## config.mk

```make
export PLATFORM = sky130hd
export DESIGN_NAME = alu_sll
export DESIGN_NICKNAME = d
export VERILOG_FILES = /design/src/rtl/alu_pkg.sv /design/src/rtl/sll_stage.sv /design/src/rtl/alu_sll.sv
export SDC_FILE = /design/constraint.sdc
export NUM_CORES = 1
export LEC_CHECK = 0
export CORE_ASPECT_RATIO = 1.25
export CORE_MARGIN = 5
export CORE_UTILIZATION = 55
export CTS_CLUSTER_DIAMETER = 40
export DETAILED_ROUTE_END_ITERATION = 16
export HOLD_SLACK_MARGIN = 0.1
export PLACE_DENSITY = 0.84
export SYNTH_ARGS = -nofsm -noshare
export SYNTH_HDL_FRONTEND = slang
export SYNTH_SLANG_ARGS = --single-unit
```

## constraint.sdc

```tcl
create_clock -name clock -period 1.4 [get_ports clock]
set_input_delay 0.28 -clock clock [delete_from_list [all_inputs] [get_ports clock]]
set_output_delay 0.28 -clock clock [all_outputs]
set_load 0.01 [all_outputs]
```

## src/rtl/alu_pkg.sv

```systemverilog
// Shared ALU constants and the 32-bit word type.
`timescale 1ns/1ps
package alu_pkg;

  localparam int unsigned DATA_W  = 32;
  localparam int unsigned SHAMT_W = 5;

  typedef logic [DATA_W-1:0] word_t;

endpackage

```

## src/rtl/sll_stage.sv

```systemverilog
// One level of the logarithmic left shifter: shifts by SHIFT when enabled.
// With ALU_SLL_LOST_EN defined, also reports whether any set bit fell off the top.
`timescale 1ns/1ps
module sll_stage
  import alu_pkg::*;
#(
  parameter int unsigned SHIFT = 1
) (
  input  logic  en_i,
  input  word_t din_i,
  output word_t dout_o
`ifdef ALU_SLL_LOST_EN
  ,
  output logic  lost_o
`endif
);

  always_comb begin
    dout_o = din_i;
    if (en_i) begin
      dout_o = {din_i[DATA_W-SHIFT-1:0], {SHIFT{1'b0}}};
    end
  end

`ifdef ALU_SLL_LOST_EN
  assign lost_o = en_i & (|din_i[DATA_W-1 -: SHIFT]);
`endif

endmodule

```

## src/rtl/alu_sll.sv

```systemverilog
// Registered 32-bit logical shift-left with one-cycle latency.
// Optional ALU_SLL_LOST_EN adds lost_bits (OR of bits shifted past bit 31).
`timescale 1ns/1ps
module alu_sll
  import alu_pkg::*;
(
  input  logic               clock,
  input  logic               reset_n,
  input  logic               in_valid,
  input  word_t              A,
  input  logic [SHAMT_W-1:0] ctrl_shiftamt,
  output word_t              out,
  output logic               out_valid
`ifdef ALU_SLL_LOST_EN
  ,
  output logic               lost_bits
`endif
);

  word_t stage_data [SHAMT_W+1];
  word_t out_q;
  logic  out_valid_q;

  assign stage_data[0] = A;

`ifdef ALU_SLL_LOST_EN
  logic [SHAMT_W-1:0] stage_lost;
  logic               lost_d;
  logic               lost_q;
`endif

  // Level k shifts by 2**k under control of shift-amount bit k.
  for (genvar k = 0; k < SHAMT_W; k++) begin : g_stage
    sll_stage #(
      .SHIFT (1 << k)
    ) u_stage (
      .en_i   (ctrl_shiftamt[k]),
      .din_i  (stage_data[k]),
      .dout_o (stage_data[k+1])
`ifdef ALU_SLL_LOST_EN
      ,
      .lost_o (stage_lost[k])
`endif
    );
  end

`ifdef ALU_SLL_LOST_EN
  // Each original bit is discarded by at most one stage, so OR-ing stages is exact.
  assign lost_d = |stage_lost;
`endif

  always_ff @(posedge clock or negedge reset_n) begin
    if (!reset_n) begin
      out_q       <= '0;
      out_valid_q <= 1'b0;
`ifdef ALU_SLL_LOST_EN
      lost_q      <= 1'b0;
`endif
    end else begin
      out_valid_q <= in_valid;
      if (in_valid) begin
        out_q <= stage_data[SHAMT_W];
`ifdef ALU_SLL_LOST_EN
        lost_q <= lost_d;
`endif
      end
    end
  end

  assign out       = out_q;
  assign out_valid = out_valid_q;
`ifdef ALU_SLL_LOST_EN
  assign lost_bits = lost_q;
`endif

endmodule

```

==> flow_summary.json <==
{
  "detailed_routing_iterations_pass_1": 8,
  "total_power_of_the_final_layout_mw": 3.962,
  "power_density_mw_per_mm2": 775.1,
  "routedWlPerCell_um": 33.31,
  "syn2layout_area_growth_pct": 64.98,
  "report.final.hold_viol_count": 0,
  "crit_chain": "buf_12 > buf_12 > buf_4 > mux4_2 > mux2_4 > a222oi_1 > o21ai_1",
  "layout_cells_sized_above_1": 0.5402,
  "initial_util": 0.5692,
  "postSynthCellCount": 270,
  "design.core.area_mm2": 0.005443,
  "place_inst": 479,
  "post_dp_cell_area_mm2": 0.004584,
  "fin_ws_ns": -0.4396,
  "failing_checks": "setup timing",
  "synth_async_sr_flop_share": 1.000,
  "clk_latency_ns": 0.30,
  "critPathSlowestCell": "sky130_fd_sc_hd__mux4_2",
  "tritoncts": "done",
  "placementRows": 30,
  "gr-usage-all-layers": 0.3942,
  "buffer_ports.inserted": 72,
  "crit_path_max_incr_delay_ns": 0.53,
  "cpLargestDelayFamily": "multiplexers",
  "finish.instance_area_mm2": 0.005111,
  "grt_pass1_wl_mm": 21.87,
  "finish.cell_count_without_fillers": 513,
  "ys_dominant_reg_cell": "sky130_fd_sc_hd__dfrtp_1",
  "synth_top_family_by_area": "multiplexers",
  "grt_antenna_before_repair": 0,
  "final_period_minus_worst_setup_slack_ns": 1.840,
  "floorplan.die.width_um": 77.13,
  "globalRoute.totalOverflow": 0,
  "path_clk_slew_ns": 0.08,
  "clockRootBuffer": "sky130_fd_sc_hd__clkbuf_8",
  "synth_simple_gate_area_share": 0.09128,
  "dr.first_iter.drc_count": 744,
  "routabilityCongestion": 0.9129,
  "run_status": "finished, violations left",
  "clock_path_buffers": 2,
  "place.detailed.hpwl_mm": 9.428,
  "setup.worst_path.end_class": "register",
  "wl_mm": 17.09,
  "routed-via-count": 4133,
  "number_of_global_route_vias_before_repair": 3861,
  "synth-edff-count": 0,
  "vias_per_cell": 8.057,
  "timing.critical_path.required_ns": 1.54,
  "crit_top_cell": "sky130_fd_sc_hd__buf_12",
  "min_path_type": "primary input to async pin",
  "p_leak_nw": 2.345,
  "antenna_left": 0,
  "avgSynthCellArea_um2": 11.47,
  "arrival_ns": 1.98,
  "detail_route.drc_violations": 0,
  "layout_worst_path_cycle_share": 1.314,
  "crit_fanout": 7,
  "dieHeight_um": 93.91,
  "yosysSeqAreaShare": 0.2666,
  "synth_compound_gate_area_share": 0.1834,
  "maxSlewViolCount": 0,
  "timing.slew.headroom": 0.5925,
  "clock_buffer_count_from_cts": 5,
  "crit_type": "primary input to register",
  "post_cts_hold_buffer_count": 0,
  "worst_clock_skew_ns": 0,
  "vdd_drop_max_uv": 683.9,
  "synth-adder-area-share": 0,
  "cap_violations": 0,
  "grt_setup_unrepaired": "true",
  "synth.mux.area_fraction": 0.3950,
  "yosys.area_share.xor_xnor": 0,
  "ioPinCount": 73,
  "htree_num_levels": 2,
  "max_freq_mhz": 543.6,
  "start_kind": "primary input",
  "synthesis.yosys.warnings": 0,
  "post_synthesis_register_bit_count": 33,
  "worst-slew-pin-transition_ns": 0.6106,
  "path_buf_inv": 3,
  "setup_viol_count_final": 25,
  "floorplan.die_area_mm2": 0.007243,
  "maximum_number_of_pins_on_one_net_before_global_route_repair": 34,
  "distinct_cells_synth": 47,
  "post_synth_instance_area_mm2": 0.003098,
  "cts_num_sinks": 33,
  "synthesis.nets": 310,
  "nets": 487
}
==> cell families after synthesis <==
logic type      count (synthesis)
flops                          33
compound gates                 72
simple gates                   53
buf+inv                        35
mux                            77
==> layer usage <==
layer / track usage / up-vias / part of all wire
met2: 0.6615 / 564 / 0.45
li1: - / 1465 / -
met5: 0 / - / 0
met3: 0.09117 / 212 / 0.14
met1: 0.4350 / 1892 / 0.30
met4: 0.2808 / 0 / 0.11
==> sequential cells by signal (all words and copies together) (netlist names) <==
register	cells
out	32
out_valid	1
==> repair_timing <==
item	in CTS	in global routing
gates resized for setup	174	42
setup buffers	13	13
setup endpoints to repair	65	32
cloned	1	0
pin swaps	24	13
==> final timing paths <==
check / depth (start not counted) / slack [ns] / from / end
max reg2reg: 2 / 0.23 / out[17] / out[17]
max in group asynchronous: 2 / 0.88 / reset_n / out[26]
max: 7 / -0.44 / ctrl_shiftamt[1] / out[17]
min: 2 / 0.35 / reset_n / out[16]
min reg2reg: 1 / 0.49 / out[9] / out[9]
min in group clock: 2 / 0.35 / in_valid / out_valid
==> stage by stage <==
step | setup WS [ns] | hold WS (ns) | util | TNS (ns)
6_report | -0.4396 | 0.3452 | 0.9391 | -5.539
5_1_grt | -0.5260 | 0.3521 | 0.9386 | -6.421
2_1_floorplan | -0.3460 | -0.01559 | - | -5.956
3_3_place_gp | -0.8446 | 0.4713 | 0.8423 | -20.75
3_5_place_dp | -0.8767 | 0.4759 | 0.8423 | -22.01
4_1_cts | -0.2055 | 0.3580 | 0.9090 | -2.489
==> synth_stat cells (all sizes together) (2+ instances only) <==
library cell	n	area, um^2
mux4	34	773.2
dfrtp	33	825.8
mux2i	30	300.3
buf	18	133.9
nand2	15	56.30
mux2	13	150.1
nor2	12	45.04
a22oi	11	82.58
o211ai	10	75.07
clkbuf	8	30.03
inv	8	30.03
o2bb2ai	8	70.07
o21ai	7	35.03
a21oi	6	30.03
a22o	6	52.55
a222oi	5	50.05
nand2b	4	25.02
nor2b	4	25.02
o221ai	4	35.03
a221oi	3	38.79
a31oi	3	18.77
nand3	3	15.01
nand3b	3	22.52
nor3b	3	22.52
a32oi	2	17.52
and2	2	12.51
nor3	2	10.01
o32ai	2	17.52
==> cell usage in the layout, fill, tap and decap left out, types with 3 or more instances in the layout <==
cell type | Yosys | layout
sky130_fd_sc_hd__dfrtp_1 | 33 | 33
sky130_fd_sc_hd__buf_12 | 1 | 12
sky130_fd_sc_hd__nor2b_1 | 4 | 3
sky130_fd_sc_hd__clkdlybuf4s15_2 | 0 | 3
sky130_fd_sc_hd__buf_4 | 3 | 102
sky130_fd_sc_hd__a22oi_2 | 0 | 7
sky130_fd_sc_hd__mux2_4 | 1 | 9
sky130_fd_sc_hd__a22o_1 | 6 | 6
sky130_fd_sc_hd__mux2_2 | 12 | 4
sky130_fd_sc_hd__mux2i_1 | 30 | 19
sky130_fd_sc_hd__o211ai_1 | 10 | 10
sky130_fd_sc_hd__mux2i_2 | 0 | 9
sky130_fd_sc_hd__a222oi_1 | 5 | 5
sky130_fd_sc_hd__nand2b_1 | 4 | 3
sky130_fd_sc_hd__nor2_1 | 12 | 10
sky130_fd_sc_hd__buf_2 | 7 | 11
sky130_fd_sc_hd__a22oi_1 | 11 | 4
sky130_fd_sc_hd__clkbuf_8 | 0 | 5
sky130_fd_sc_hd__nand2_1 | 15 | 14
sky130_fd_sc_hd__a21oi_1 | 6 | 4
sky130_fd_sc_hd__nand3b_1 | 3 | 3
sky130_fd_sc_hd__o2bb2ai_1 | 8 | 6
sky130_fd_sc_hd__dlygate4sd2_1 | 0 | 44
sky130_fd_sc_hd__a221oi_2 | 2 | 3
sky130_fd_sc_hd__o21ai_1 | 4 | 6
sky130_fd_sc_hd__inv_1 | 8 | 8
sky130_fd_sc_hd__clkbuf_2 | 0 | 5
sky130_fd_sc_hd__nand3_1 | 3 | 3
sky130_fd_sc_hd__mux4_2 | 32 | 33
sky130_fd_sc_hd__a31oi_1 | 3 | 3
sky130_fd_sc_hd__buf_6 | 4 | 14
==> report_power, final <==
part           switching (mW)  internal (mW)  total (mW)  leakage (nW)
clock                   0.418          0.533       0.951        0.0544
sequential             0.0842           1.06        1.14         0.429
combinational           0.940          0.929        1.87          1.86
total                    1.44           2.52        3.96          2.35
==> cell type report <==
type	instances	area, um^2
Antenna cell	1	2.502
Clock buffer	5	68.82
Clock inverter	3	46.29
Fill cell	160	331.6
Inverter	9	33.78
Multi-Input combinational cell	202	2316
Sequential cell	33	825.8
Tap cell	64	80.08
Timing Repair Buffer	196	1738
Power figures use the tool's default switching activity.
